<file path="src/rtl/jstep_seq_pkg.sv">
// Shared types and constants for the jstep_seq control sequencer:
// FSM state encoding, phase encoding and the fetch-control decode helper.
package jstep_seq_pkg;

    typedef enum logic [1:0] {
        ST_IDLE   = 2'd0,
        ST_RUN    = 2'd1,
        ST_HALTED = 2'd2,
        ST_SINGLE = 2'd3
    } state_t;

    localparam logic [1:0] PH_E0  = 2'd0;
    localparam logic [1:0] PH_S   = 2'd1;
    localparam logic [1:0] PH_E1  = 2'd2;
    localparam logic [1:0] PH_GAP = 2'd3;

    typedef struct packed {
        logic bus1;
        logic iar_e;
        logic mar_s;
        logic acc_s;
        logic ram_e;
        logic ir_s;
        logic acc_e;
        logic iar_s;
    } fetch_ctl_t;

    // Fetch steps 1-3 only; enables follow clke, sets follow clks.
    function automatic fetch_ctl_t fetch_decode(input logic [2:0] st,
                                                input logic ce,
                                                input logic cs);
        fetch_ctl_t f;
        f.bus1  = st[0] & ce;
        f.iar_e = st[0] & ce;
        f.mar_s = st[0] & cs;
        f.acc_s = st[0] & cs;
        f.ram_e = st[1] & ce;
        f.ir_s  = st[1] & cs;
        f.acc_e = st[2] & ce;
        f.iar_s = st[2] & cs;
        return f;
    endfunction

endpackage

</file>
<file path="src/rtl/jstep_seq_if.sv">
// Control/status bundle of the jstep_seq sequencer.
// SINGLE_STEP_EN adds the step_req request line.
interface jstep_seq_if #(parameter int NSTEPS = 6) ();

    logic              run;
    logic              halt;
`ifdef SINGLE_STEP_EN
    logic              step_req;
`endif
    logic [NSTEPS-1:0] step;
    logic              clke;
    logic              clks;
    logic              bus1;
    logic              iar_e;
    logic              mar_s;
    logic              acc_s;
    logic              ram_e;
    logic              ir_s;
    logic              acc_e;
    logic              iar_s;
    logic              busy;
    logic              halted;
    logic              instr_done;

    modport master (
`ifdef SINGLE_STEP_EN
        input  step_req,
`endif
        input  run, halt,
        output step, clke, clks, bus1, iar_e, mar_s, acc_s, ram_e, ir_s,
               acc_e, iar_s, busy, halted, instr_done
    );

    modport slave (
`ifdef SINGLE_STEP_EN
        output step_req,
`endif
        output run, halt,
        input  step, clke, clks, bus1, iar_e, mar_s, acc_s, ram_e, ir_s,
               acc_e, iar_s, busy, halted, instr_done
    );

endinterface

</file>
<file path="src/rtl/jstep_ring.sv">
// One-hot instruction step ring: resets to step 1 (bit0), rotates left on advance.
module jstep_ring #(
    parameter int NSTEPS = 6
) (
    input  logic              ref_clk,
    input  logic              reset,
    input  logic              advance,
    output logic [NSTEPS-1:0] step
);

    always_ff @(posedge ref_clk) begin
        if (reset)
            step <= NSTEPS'(1);
        else if (advance)
            step <= {step[NSTEPS-2:0], step[NSTEPS-1]};
    end

endmodule

</file>
<file path="src/rtl/jstep_seq.sv">
// CPU control sequencer: clke/clks windows, one-hot stepper, fetch controls and
// run/halt sequencing. Define SINGLE_STEP_EN to add the single-step request path.
module jstep_seq
    import jstep_seq_pkg::*;
#(
    parameter int NSTEPS = 6,
    parameter int PHASES = 4
) (
    input  logic       ref_clk,
    input  logic       reset,
    jstep_seq_if.master bus
);

    localparam logic [1:0] PH_END = 2'(PHASES - 1);

    state_t            state, state_nx;
    logic [1:0]        phase, phase_nx;
    logic              advance;
    logic [NSTEPS-1:0] step_q;
    logic              last_step;

    logic              active;
    logic              clke, clks;
    fetch_ctl_t        fetch;

    jstep_ring #(.NSTEPS(NSTEPS)) u_ring (
        .ref_clk (ref_clk),
        .reset   (reset),
        .advance (advance),
        .step    (step_q)
    );

    assign last_step = step_q[NSTEPS-1];

    always_ff @(posedge ref_clk) begin
        if (reset) begin
            state <= ST_IDLE;
            phase <= PH_E0;
        end else begin
            state <= state_nx;
            phase <= phase_nx;
        end
    end

    // The stepper only moves at the end of the gap phase; the last step also
    // decides whether to keep running, pause or halt.
    always_comb begin
        state_nx = state;
        phase_nx = phase;
        advance  = 1'b0;
        case (state)
            ST_IDLE: begin
                phase_nx = PH_E0;
                if (bus.run)
                    state_nx = ST_RUN;
`ifdef SINGLE_STEP_EN
                else if (bus.step_req)
                    state_nx = ST_SINGLE;
`endif
            end
            ST_RUN: begin
                phase_nx = phase + 2'd1;
                if (phase == PH_END) begin
                    advance = 1'b1;
                    if (last_step) begin
                        if (bus.halt)
                            state_nx = ST_HALTED;
                        else if (!bus.run)
                            state_nx = ST_IDLE;
                    end
                end
            end
`ifdef SINGLE_STEP_EN
            ST_SINGLE: begin
                phase_nx = phase + 2'd1;
                if (phase == PH_END) begin
                    advance  = 1'b1;
                    state_nx = (last_step && bus.halt) ? ST_HALTED : ST_IDLE;
                end
            end
`endif
            ST_HALTED: phase_nx = PH_E0;
            default: begin
                state_nx = ST_IDLE;
                phase_nx = PH_E0;
            end
        endcase
    end

    // Outputs are masked by reset so no partial window leaks in the reset tick.
    always_comb begin
        active = (state == ST_RUN || state == ST_SINGLE) && !reset;
        clke   = active && (phase == PH_E0 || phase == PH_S || phase == PH_E1);
        clks   = active && (phase == PH_S);
        fetch  = fetch_decode(step_q[2:0], clke, clks);
    end

    assign bus.step       = reset ? NSTEPS'(1) : step_q;
    assign bus.clke       = clke;
    assign bus.clks       = clks;
    assign bus.bus1       = fetch.bus1;
    assign bus.iar_e      = fetch.iar_e;
    assign bus.mar_s      = fetch.mar_s;
    assign bus.acc_s      = fetch.acc_s;
    assign bus.ram_e      = fetch.ram_e;
    assign bus.ir_s       = fetch.ir_s;
    assign bus.acc_e      = fetch.acc_e;
    assign bus.iar_s      = fetch.iar_s;
    assign bus.busy       = (state == ST_RUN) && !reset;
    assign bus.halted     = (state == ST_HALTED) && !reset;
    assign bus.instr_done = active && (phase == PH_GAP) && last_step;

endmodule

</file>
<file path="src/flat_wrapper.sv">
// flat-port wrapper written by rule: the top's interface ports become plain ports
module jstep_seq_flat import jstep_seq_pkg::*;
#(
    parameter int NSTEPS = 6,
    parameter int PHASES = 4
)
  (ref_clk, reset, bus_run, bus_halt, bus_step, bus_clke, bus_clks, bus_bus1, bus_iar_e, bus_mar_s, bus_acc_s, bus_ram_e, bus_ir_s, bus_acc_e, bus_iar_s, bus_busy, bus_halted, bus_instr_done);
  jstep_seq_if #(.NSTEPS(NSTEPS)) bus_i ();
  input  logic ref_clk;
  input  logic reset;
  input wire logic [$bits(bus_i.run)-1:0] bus_run;
  input wire logic [$bits(bus_i.halt)-1:0] bus_halt;
  output wire logic [$bits(bus_i.step)-1:0] bus_step;
  output wire logic [$bits(bus_i.clke)-1:0] bus_clke;
  output wire logic [$bits(bus_i.clks)-1:0] bus_clks;
  output wire logic [$bits(bus_i.bus1)-1:0] bus_bus1;
  output wire logic [$bits(bus_i.iar_e)-1:0] bus_iar_e;
  output wire logic [$bits(bus_i.mar_s)-1:0] bus_mar_s;
  output wire logic [$bits(bus_i.acc_s)-1:0] bus_acc_s;
  output wire logic [$bits(bus_i.ram_e)-1:0] bus_ram_e;
  output wire logic [$bits(bus_i.ir_s)-1:0] bus_ir_s;
  output wire logic [$bits(bus_i.acc_e)-1:0] bus_acc_e;
  output wire logic [$bits(bus_i.iar_s)-1:0] bus_iar_s;
  output wire logic [$bits(bus_i.busy)-1:0] bus_busy;
  output wire logic [$bits(bus_i.halted)-1:0] bus_halted;
  output wire logic [$bits(bus_i.instr_done)-1:0] bus_instr_done;
  assign bus_i.run = bus_run;
  assign bus_i.halt = bus_halt;
  assign bus_step = bus_i.step;
  assign bus_clke = bus_i.clke;
  assign bus_clks = bus_i.clks;
  assign bus_bus1 = bus_i.bus1;
  assign bus_iar_e = bus_i.iar_e;
  assign bus_mar_s = bus_i.mar_s;
  assign bus_acc_s = bus_i.acc_s;
  assign bus_ram_e = bus_i.ram_e;
  assign bus_ir_s = bus_i.ir_s;
  assign bus_acc_e = bus_i.acc_e;
  assign bus_iar_s = bus_i.iar_s;
  assign bus_busy = bus_i.busy;
  assign bus_halted = bus_i.halted;
  assign bus_instr_done = bus_i.instr_done;
  jstep_seq #(.NSTEPS(NSTEPS), .PHASES(PHASES)) u_core (.ref_clk(ref_clk), .reset(reset), .bus(bus_i));
endmodule
</file>
<file path="config.mk">
export PLATFORM = sky130hd
export DESIGN_NAME = jstep_seq_flat
export DESIGN_NICKNAME = d
export VERILOG_FILES = /design/src/rtl/jstep_seq_pkg.sv /design/src/rtl/jstep_seq_if.sv /design/src/rtl/jstep_ring.sv /design/src/rtl/jstep_seq.sv /design/src/flat_wrapper.sv
export SDC_FILE = /design/constraint.sdc
export NUM_CORES = 1
export LEC_CHECK = 0
export CORE_AREA = 5 5 42 44
export DETAILED_ROUTE_END_ITERATION = 7
export DIE_AREA = 0 0 47 49
export PLACE_DENSITY = 0.86
export SYNTH_ARGS = -nofsm -noshare
export SYNTH_HDL_FRONTEND = slang
export SYNTH_HIERARCHICAL = 1
export SYNTH_SLANG_ARGS = --single-unit
</file>
<file path="constraint.sdc">
create_clock -name ref_clk -period 3.6 [get_ports ref_clk]
set_clock_uncertainty 0.1 [all_clocks]
set_input_delay 0.72 -clock ref_clk [delete_from_list [all_inputs] [get_ports ref_clk]]
set_output_delay 0.72 -clock ref_clk [all_outputs]
set_load 0.05 [all_outputs]
</file>
Word level (Yosys, flattened, before mapping)
Cells that the tools add are included.

word-level totals
  output and inout bits = 19
  logic and storage cells = 46
  bits in registers = 10
  bits of input ports = 4

cells by class
  reduce and logical (&&, ||, !) cells = 15
  bitwise logic cells = 8
  mux-type cells = 9
  add/sub/neg operators = 1
  equal/unequal tests = 10

operators with widths
  kind                                                 number
  two-way mux 2 bit                                    5
  equality test 2 bit, second input constant           4
  logical AND 1 bit                                    7
  AND 1 bit                                            6
  two-way mux 6 bit                                    1
  != test 2 bit, second input constant                 3
  case mux 2 bit (3 select lines)                      1
  AND reduction 5 bit                                  1
  equality test 2 x 1 -> 1 bit, second input constant  2
  zero test 2 bit                                      2
  logical OR 1 bit                                     3
  != test 3 bit, second input constant                 1
  adder 2 x 1 -> 2 bit, second input constant          1
  two-way mux 1 bit                                    2
  NOT 1 bit                                            2
  OR reduction 2 bit                                   1
  zero test 1 bit                                      1

Depth between registers and ports, before layout
Gate-level depths: netlist of run 1.

  depth after elaboration = 5
  depth in mapped cells = 6
  gate-level depth less buffers = 5

Hierarchy
Netlist of run 1, hierarchy kept.

by module, submodules not included
  module      sequential area each (µm²)  area an instance (µm²)  cells each  instances
  jstep_seq   80.1                        314.1                   39          1
  jstep_ring  120.1                       217.7                   19          1

Least setup slack after synthesis of run 1
OpenSTA, ideal clock, no wires.

  path kind = input-to-output
  start = input port reset
  end = output port bus_iar_e
  buffers on the path = 2
  path slack = -0.263 ns
  required time = 2.780 ns
  stages on the path = 4
  data arrival time = 3.043 ns
  cells stage by stage = clkbuf_2 nor3b_1 and2_1 buf_4

between the ends
  word-level cells in the longest chain between the ends = 4

RTL lines
  element             RTL line            text
  start: declaration  flat_wrapper.sv:10  input logic reset;
  zero test 1 bit     jstep_seq.sv:92     active = (state == ST_RUN || state == ST_SINGLE) && !reset;
  logical AND 1 bit   jstep_seq.sv:92
  logical AND 1 bit   jstep_seq.sv:93     clke = active && (phase == PH_E0 || phase == PH_S || phase == PH_E1);
  via bus_clke        flat_wrapper.sv:14  output wire logic [$bits(bus_i.clke)-1:0] bus_clke;
  AND 1 bit           n/a
  end: declaration    flat_wrapper.sv:17  output wire logic [$bits(bus_i.iar_e)-1:0] bus_iar_e;

The timed path passes the listed nets, and every way through them passes these cells.

Final worst setup path of run 1
  start = input port reset
  end = output port bus_step[2]

between the ends
  word-level cells in the longest chain between the ends = 1

RTL lines
  element            RTL line            text
  two-way mux 6 bit  jstep_seq.sv:98     assign bus.step = reset ? NSTEPS'(1) : step_q;
  end: declaration   flat_wrapper.sv:13  output wire logic [$bits(bus_i.step)-1:0] bus_step;

No other way between the ends.

==> impl_metrics.py, run 1 <==
metrics = {
    "status": {
        "status": "finished clean",
    },
    "clock_network": {
        "cts-resized-gates": 0,
        "ctsHtreeMaxLevel": 1,
        "cts_setup_buffers": 0,
        "ctsHoldBuffers": 0,
        "clkTransAtPathRegs_ps": 60,
        "cts_tree": "done",
        "clk_latency_ps": 250,
        "clk_path_buf_depth": 2,
        "numClockSinks": 10,
        "cts_buffers": 3,
        "cts-root-buf": "clkbuf_4",
    },
    "floorplanning": {
        "die_x_um": 47,
        "die_h_um": 49,
        "fp.dieArea_um2": 2300,
        "start_util_pct": 37.9,
        "coreArea_um2": 1400,
        "rows": 14,
        "boundaryPins": 23,
    },
    "global_routing": {
        "grt-ovfl-total": 0,
        "grt_pass1_vias": 437,
        "grt_max_degree": 10,
        "grt_first_pass_wirelength_mm": 1.85,
        "antenna_found_initial": 0,
        "grtUsageTotal_pct": 10.8,
    },
    "finish": {
        "nets": 89,
        "utilization_pct": 61.4,
        "n_antenna_cell": 0,
        "drive_gt1_share_pct": 30.0,
        "stdcell_count": 96,
        "final_area_um2": 861,
        "area_delta_synth_final_pct": 61.9,
    },
    "critical_path": {
        "startpoint": "reset",
        "endpoint_kind": "output pin",
        "rr_startpoint": "u_core/phase[0]",
        "path_class": "in2out",
        "r2r_setup_slack_ps": 1880,
        "worstPathRequired_ps": 2780,
        "crit_end": "bus_step[2]",
        "cp_data_arrival_time_ps": 2280,
        "ff2ff_path_depth": 5,
        "crit_fanout": 9,
        "r2r_end": "u_core/u_ring/step[4]",
        "start_kind": "input pin",
    },
    "sta": {
        "drv_slew": 0,
        "hold_violations": 0,
        "fmax_ghz": 0.323,
        "setup_slack_ps": 501,
        "max_slew_margin_pct": 56.5,
        "min_period_over_period_pct": 86.1,
        "setup_viol": 0,
        "max_slew.worst_pin.slew_ps": 651,
        "rsz0062_at_grt": "no",
        "holdWs_ps": 368,
        "setup_tns_ps": 0,
        "post-route-min-period_ps": 3100,
    },
    "placement": {
        "placed_area_um2": 838,
        "place_ws_ps": 491,
        "place.gp.congestion": 0.722,
        "place_inst": 93,
        "dp_hpwl_um": 950,
        "portBuffers": 22,
    },
    "detailed_routing": {
        "viasPerCell": 4.82,
        "avgRoutedWirePerCell_um": 11.8,
        "drtAntennaViolNets": 0,
        "first_pass_iters": 4,
        "drc": 0,
        "num_vias": 463,
        "drt_wl_total_mm": 1.13,
        "drt_iter0_drc": 8,
    },
    "logic_synthesis": {
        "syn-cell-area_um2": 532,
        "syn_avg_cell_area_um2": 9.17,
        "postSynthCellCount": 58,
        "syn_nets": 65,
        "yosys_warnings": 6,
        "synth_cell_types": 21,
        "seq_area_frac_synth_pct": 37.6,
        "yosys_register_bits": 10,
    },
    "pwr": {
        "p_int_mw": 0.168,
        "peakVddDrop_mv": 0.219,
        "totalPowerFinal_mw": 0.223,
        "clkPwrFrac_pct": 31.9,
        "combPwrFrac_pct": 16.7,
        "powerDensity_nw_per_um2": 259,
        "switching_share_pct": 24.8,
        "p_switching_mw": 0.0553,
        "power_leakage_nw": 0.378,
        "seq_power_share_pct": 51.3,
    },
    "min_path": {
        "worstHoldPathCells": 1,
        "worstHoldPathType": "reg2reg",
    },
    "flow_run": {
        "max-cap-violations": 0,
    },
}
==> cell families after synthesis <==
| logic type | after synthesis | share of synthesized area (%) |
|---|---|---|
| simple gates | 29 | 30.8 |
| flops | 10 | 37.6 |
| buf+inv | 6 | 7.29 |
| compound gates | 5 | 7.76 |
| mux | 5 | 9.41 |
| fa+ha+maj | 3 | 7.06 |
==> worst min path at each step <==
stage | from | end | slack [ps]
after CTS | u_core/phase[0] | u_core/phase[0] | 370
final | u_core/phase[0] | u_core/phase[0] | 370
after global placement | u_core/phase[0] | u_core/phase[0] | 340
after floorplan | u_core/phase[0] | u_core/phase[0] | 340
after detailed placement | u_core/phase[0] | u_core/phase[0] | 360
after global routing | u_core/phase[0] | u_core/phase[0] | 400
==> sequential cells by signal, indices dropped and copies added, names as in the netlist <==
signal / flops
u_core/state: 2
u_core/u_ring/step: 6
u_core/phase: 2
==> Yosys cell counts <==
master    number  share of area, %
nor3b_1        2               2.8
nand2_1        1              0.71
ha_1           3               7.1
a21boi_0       2               2.8
inv_2          1              0.71
or2_2          1               1.2
inv_1          1              0.71
buf_4          2               2.8
nor2b_1        6               7.1
clkbuf_2       1              0.94
nor2_1         9               6.4
and2_1         4               4.7
nor2b_2        1               1.6
a41o_1         1               1.9
buf_6          1               2.1
a211o_1        1               1.6
o21a_1         1               1.4
mux2i_1        5               9.4
and3_1         4               4.7
dfxtp_1       10                38
or3b_1         1               1.6
==> power by group through the flow <==
stage | combinational, mW | clock [mW] | sequential (mW)
after floorplan | 0.0208 | 0 | 0.117
after global placement | 0.0368 | 0 | 0.117
after detailed placement | 0.0377 | 0 | 0.117
after CTS | 0.0378 | 0.0742 | 0.114
after global routing | 0.0397 | 0.0796 | 0.115
final | 0.0373 | 0.0712 | 0.114
==> cells in the final DEF (no fill, tap or decap) <==
cell type	synthesis	layout
a211o_1	1	1
a21boi_0	2	2
a41o_1	1	1
and2_1	4	4
and3_1	4	4
buf_12	0	10
buf_4	2	7
clkbuf_4	0	3
clkdlybuf4s50_1	0	6
dfxtp_1	10	10
ha_1	3	3
inv_1	1	1
inv_2	1	1
mux2i_1	5	5
nand2_1	1	1
nor2_1	9	9
nor2b_1	6	6
nor2b_2	1	1
nor3b_1	2	1
nor3b_2	0	1
o21a_1	1	1
or2_2	1	1
or3b_1	1	1
==> worst max-delay path: stages <==
cell and delay (ps):
clkdlybuf4s50_1 570, nor2b_1 170, clkdlybuf4s50_1 820
==> area by class of cell <==
| type | instances | area, µm² |
|---|---|---|
| inverter | 2 | 7.51 |
| clock buffer | 3 | 22.5 |
| sequential | 10 | 200 |
| multi-input combinational | 42 | 298 |
| timing repair buffer | 23 | 313 |
| fill | 128 | 541 |
| tap | 16 | 20.0 |
==> layer usage <==
| layer | track usage, % | vias up | share of wire (%) |
|---|---|---|---|
| met4 | 4.15 | 0 | 0.35 |
| met5 | 0 | - | 0 |
| met2 | 17.6 | 24 | 50 |
| met1 | 12.9 | 201 | 40 |
| met3 | 2.58 | 2 | 9.5 |
| li1 | - | 236 | - |
Power figures use the tool's default switching activity.
==> run 2, diff against run 1 <==
Settings changed: SLEW_MARGIN from default to 30.
==> results of run 2 <==
Same layout as run 1: the final DEF is identical, and so are final timing and power.
==> run 3, diff against run 2 <==
Settings changed: CORE_AREA 5 5 42 44 to 2 2 39 41, CTS_BUF_LIST from default to sky130_fd_sc_hd__clkbuf_16, DIE_AREA 0 0 47 49 to 0 0 41 43.
==> run 3 against run 2 <==
  * Via count up 3.2%
  * Critical path depth unchanged
  * Non-clock buffer count unchanged
  * Design area down 1.2%
  * Maximum frequency up 4.5%
  * Power up 54%
  * Worst setup slack better by 130 ps
  * Sequential power about the same
  * First-iteration DRC count down 13%
  * Critical path type unchanged
  * Critical endpoint is now bus_step[5]
  * Largest power group is now the clock network
==> impl_metrics.py, run 3 (synthesized netlist as in run 1, its figures left out) <==
metrics = {
    "placement": {
        "dp_hpwl_um": 843,
        "portBuffers": 22,
        "place.gp.congestion": 0.667,
        "place_ws_ps": 620,
        "place_inst": 93,
    },
    "sta": {
        "rsz0062_at_grt": "no",
        "max_slew_margin_pct": 54.0,
        "min_period_over_period_pct": 82.4,
        "hold_violations": 0,
        "setup_viol": 0,
        "drv_slew": 0,
        "max_slew.worst_pin.slew_ps": 687,
        "fmax_ghz": 0.337,
        "post-route-min-period_ps": 2970,
        "setup_slack_ps": 634,
        "setup_tns_ps": 0,
    },
    "finish": {
        "final_common_cell": "buf_4",
        "nets": 89,
        "mostFrequentLayoutCells": "buf_4 (12), dfxtp_1 (10), nor2_1 (9), clkdlybuf4s50_1 (6), nor2b_1 (6)",
        "n_antenna_cell": 0,
        "regMostFlops": "u_core/u_ring/step",
        "reg_top3": "u_core/u_ring/step x6, u_core/phase x2, u_core/state x2",
        "largest_reg_flops": 6,
        "fillers": 117,
        "area_delta_synth_final_pct": 60.0,
        "stdcell_count": 96,
        "drive_gt1_share_pct": 30.0,
        "utilization_pct": 61.5,
    },
    "detailed_routing": {
        "viasPerCell": 4.98,
        "drtAntennaViolNets": 0,
        "avgRoutedWirePerCell_um": 11.9,
        "num_vias": 478,
        "first_pass_iters": 3,
        "drt_wl_total_mm": 1.14,
        "drt_iter0_drc": 7,
        "drc": 0,
    },
    "clock_network": {
        "numClockSinks": 10,
        "ctsHtreeMaxLevel": 1,
        "cts-root-buf": "clkbuf_16",
        "clkTransAtPathRegs_ps": 40,
        "clk_latency_ps": 230,
        "cts_tree": "done",
        "clk_path_buf_depth": 2,
        "cts_buffers": 3,
        "cts-resized-gates": 0,
        "ctsHoldBuffers": 0,
        "cts_setup_buffers": 0,
    },
    "global_routing": {
        "grtUsageMet3_pct": 6.28,
        "grt_max_degree": 14,
        "met1_usage_pct": 16.3,
        "grt-ovfl-total": 0,
        "grt_pass1_vias": 402,
        "grt_util_met2_pct": 23.4,
        "grtUsageTotal_pct": 15.8,
        "top_usage_layer": "met2",
        "antenna_found_initial": 0,
        "grt_first_pass_wirelength_mm": 1.75,
    },
    "floorplanning": {
        "die_h_um": 43,
        "start_util_pct": 38.4,
        "rows": 14,
        "coreArea_um2": 1380,
        "fp.dieArea_um2": 1760,
        "die_x_um": 41,
        "boundaryPins": 23,
    },
    "critical_path": {
        "worstPathRequired_ps": 2780,
        "critPathMaxStageDelay_ps": 810,
        "cp_cell_sequence": "clkdlybuf4s50_1 > nor2b_1 > clkdlybuf4s50_1",
        "r2r_end": "u_core/u_ring/step[0]",
        "path_class": "in2out",
        "r2r_setup_slack_ps": 1840,
        "crit_fanout": 5,
        "rr_startpoint": "u_core/phase[0]",
        "start_kind": "input pin",
        "endpoint_kind": "output pin",
        "worst_path_max_delay_cell": "clkdlybuf4s50_1",
        "ff2ff_path_depth": 5,
        "path_delay_family": "buffers and inverters",
        "critPathBufInv": 2,
        "cp_common_cell": "clkdlybuf4s50_1",
        "cp_data_arrival_time_ps": 2150,
    },
    "pwr": {
        "powerDensity_nw_per_um2": 405,
        "clkPwrFrac_pct": 55.7,
        "p_int_mw": 0.274,
        "switching_share_pct": 20.5,
        "power_leakage_nw": 0.387,
        "p_switching_mw": 0.0705,
        "peakVddDrop_mv": 0.294,
        "combPwrFrac_pct": 10.7,
        "seq_power_share_pct": 33.5,
    },
    "min_path": {
        "min_to": "u_core/phase[0]",
        "min-delay-start": "u_core/phase[0]",
        "worstHoldPathType": "reg2reg",
        "worstHoldPathCells": 1,
    },
    "flow_run": {
        "max-cap-violations": 0,
    },
    "status": {
        "status": "finished clean",
    },
}
==> run 3: cell types whose count changed in the layout (fill, tap and decap cells not counted) <==
cell       before  now
buf_12         10    5
clkbuf_4        3    0
buf_4           7   12
clkbuf_16       0    3
==> run 3: worst reg2reg max path, delay by kind of cell, from the launching register on <==
family,cells,cell delay (ps)
AND/OR/NAND/NOR,3,700
flip-flops,1,370
AO/OA/AOI/OAI,1,240
adder cells (fa/ha/maj),1,230
==> run 3: power groups by stage <==
stage | Combinational [mW] | Clock (mW) | Sequential [mW]
6_report | 0.0369 | 0.192 | 0.115
2_1_floorplan | 0.0208 | 0 | 0.117
3_5_place_dp | 0.0371 | 0 | 0.117
4_1_cts | 0.0371 | 0.194 | 0.115
3_3_place_gp | 0.0368 | 0 | 0.117
5_1_grt | 0.0391 | 0.203 | 0.116
==> run 3: stage by stage <==
step | hold slack [ps] | cell area [µm²] | total power, mW
final | 362 | 851 | 0.344
after global routing | 420 | 851 | 0.358
after CTS | 366 | 851 | 0.346
after detailed placement | 357 | 776 | 0.154
after global placement | 343 | 776 | 0.154
after floorplan | 337 | 537 | 0.137
==> run 3: worst max path at each step <==
stage / depth (start not counted) / start / endpoint
2_1_floorplan: 4 / reset / bus_iar_e
3_3_place_gp: 3 / reset / bus_step[5]
3_5_place_dp: 3 / reset / bus_step[5]
4_1_cts: 3 / reset / bus_step[5]
5_1_grt: 3 / reset / bus_step[5]
6_report: 3 / reset / bus_step[5]
==> run 3: layout make-up <==
class | instances | area (µm²) | area share [%]
clock buffers | 3 | 75.1 | 8.82
inverters | 2 | 7.51 | 0.882
multi-input cells | 42 | 298 | 35.0
flip-flops and latches | 10 | 200 | 23.5
well taps | 16 | 20.0 | 2.35
repair buffers | 23 | 250 | 29.4
==> run 3: routing by layer <==
| layer | up-vias | part of all wire, % | routed length [µm] |
|---|---|---|---|
| li1 | 237 | - | - |
| met3 | 6 | 9.7 | 110 |
| met1 | 212 | 38 | 438 |
| met2 | 23 | 48 | 542 |
| met5 | - | 0 | 0 |
| met4 | 0 | 4.0 | 46 |
==> patch, RTL diff (flow settings as in run 1) <==
`NSTEPS` is set to 6 in 4 places; all go to 5.
--- a/src/rtl/jstep_seq_if.sv
+++ b/src/rtl/jstep_seq_if.sv
@@ -1,6 +1,6 @@
 // Control/status bundle of the jstep_seq sequencer.
 // SINGLE_STEP_EN adds the step_req request line.
-interface jstep_seq_if #(parameter int NSTEPS = 6) ();
+interface jstep_seq_if #(parameter int NSTEPS = 5) ();
 
     logic              run;
     logic              halt;
--- a/src/rtl/jstep_ring.sv
+++ b/src/rtl/jstep_ring.sv
@@ -1,6 +1,6 @@
 // One-hot instruction step ring: resets to step 1 (bit0), rotates left on advance.
 module jstep_ring #(
-    parameter int NSTEPS = 6
+    parameter int NSTEPS = 5
 ) (
     input  logic              ref_clk,
     input  logic              reset,
--- a/src/rtl/jstep_seq.sv
+++ b/src/rtl/jstep_seq.sv
@@ -3,7 +3,7 @@
 module jstep_seq
     import jstep_seq_pkg::*;
 #(
-    parameter int NSTEPS = 6,
+    parameter int NSTEPS = 5,
     parameter int PHASES = 4
 ) (
     input  logic       ref_clk,
--- a/src/flat_wrapper.sv
+++ b/src/flat_wrapper.sv
@@ -1,7 +1,7 @@
 // flat-port wrapper written by rule: the top's interface ports become plain ports
 module jstep_seq_flat import jstep_seq_pkg::*;
 #(
-    parameter int NSTEPS = 6,
+    parameter int NSTEPS = 5,
     parameter int PHASES = 4
 )
   (ref_clk, reset, bus_run, bus_halt, bus_step, bus_clke, bus_clks, bus_bus1, bus_iar_e, bus_mar_s, bus_acc_s, bus_ram_e, bus_ir_s, bus_acc_e, bus_iar_s, bus_busy, bus_halted, bus_instr_done);
Interface: changed (resized bus_step); port bits go from 23 to 22. No check against the original RTL was run, so the function may have changed too.
==> patch against run 1 <==
Critical path depth is the same; highest routed layer unchanged; final cell count shrank 4.2%; core utilization shrank 11 points; area after synthesis shrank 3.8%; power shrank 4.8%; routed wire length shrank 1.5%; setup slack lost 0.0023 ns; design area shrank 19%; sequential share of layout area grew 2.5 points; sequential cell count shrank 1; via count shrank 8.4%; global-route usage grew 0.25 points; maximum frequency is essentially flat.
==> patch: results (changes against run 1) <==
| Metric | Value |
|---|---|
| Status | finished, final reports clean |
| Gate power share | 14.9% (-1.8 points) |
| Post-synthesis sequential area ratio | 35.21% (-2.4 points) |
| First-pass GRT wire length | 1814 um (-1.9%) |
| Crit path capture | bus_step[4] |
| Placement Cell Area | 674.4 um^2 (-20%) |
| PortBufs | 21 (-4.5%) |
| Clk tree area frac | 3.750% (+1.1 points) |
| Met1 GRT Util | 12.83% (-0.11 points) |
| Setup WS post-layout | 0.4990 ns (-0.002271 ns) |
| R2r setup slk | 1.96 ns (+0.08 ns) |
| Seq cells | 9 (-1) |
| Wire per inst | 12.09 um (+2.8%) |
| Area Growth Syn to Fin | 36.92% |
| Seq power | 104 uW (-9%) |
| Fin cells | 92 (-4.2%) |
| CP max FO | 7 (-2) |
| Starting DRC count in detailed routing | 5 (-3) |
| Post-DP HPWL | 831.5 um (-13%) |
| Fraction of area in registers | 25.71% (+2.5 points) |
| CLK BUF | 4 (+1) |
| Buffering overhead | 25.71% (-11 points) |
| Post-layout nets | 84 (-5.6%) |
| Multi-input gate count | 39 (-7.1%) |
| Max VDD drop | 0.0001733 V (-21%) |
| Met3 Track Usage GR | 4.797% (+2.2 points) |
| Area of the multi-input gates | 286.5 um^2 (-3.8%) |
## patch: cell types whose count changed in the layout (fill, tap and decap cells not counted)
cell / change
nor2b_1: -5
or3b_1: -1
and2b_2: +1
and2b_1: +3
dfxtp_1: -1
mux2i_1: -1
buf_12: -10
buf_4: +9
clkbuf_1: +1
or3b_4: +1
nor2_1: -1
## patch: kinds of logic after synthesis
logic type,synth area share (%)
and+or+nand+nor,32.76
DFF,35.21
buffers and inverters,8.799
AOI/OAI and AO/OA,8.069
muxes,7.824
adders and majority gates,7.336
## patch: worst min path at each step
stage,start,endpoint,depth (start not counted)
global route,u_core/phase[0],u_core/phase[0],1
CTS,u_core/phase[0],u_core/phase[0],1
finish,u_core/phase[0],u_core/phase[0],1
detailed placement,u_core/phase[0],u_core/phase[0],1
global placement,u_core/phase[0],u_core/phase[0],1
floorplan,u_core/phase[0],u_core/phase[0],1
## patch: layer usage
layer	vias to the layer above	share of wire, %
met4	0	0.54
met3	2	11
met5	-	0
met2	16	45
met1	183	43
li1	223	-
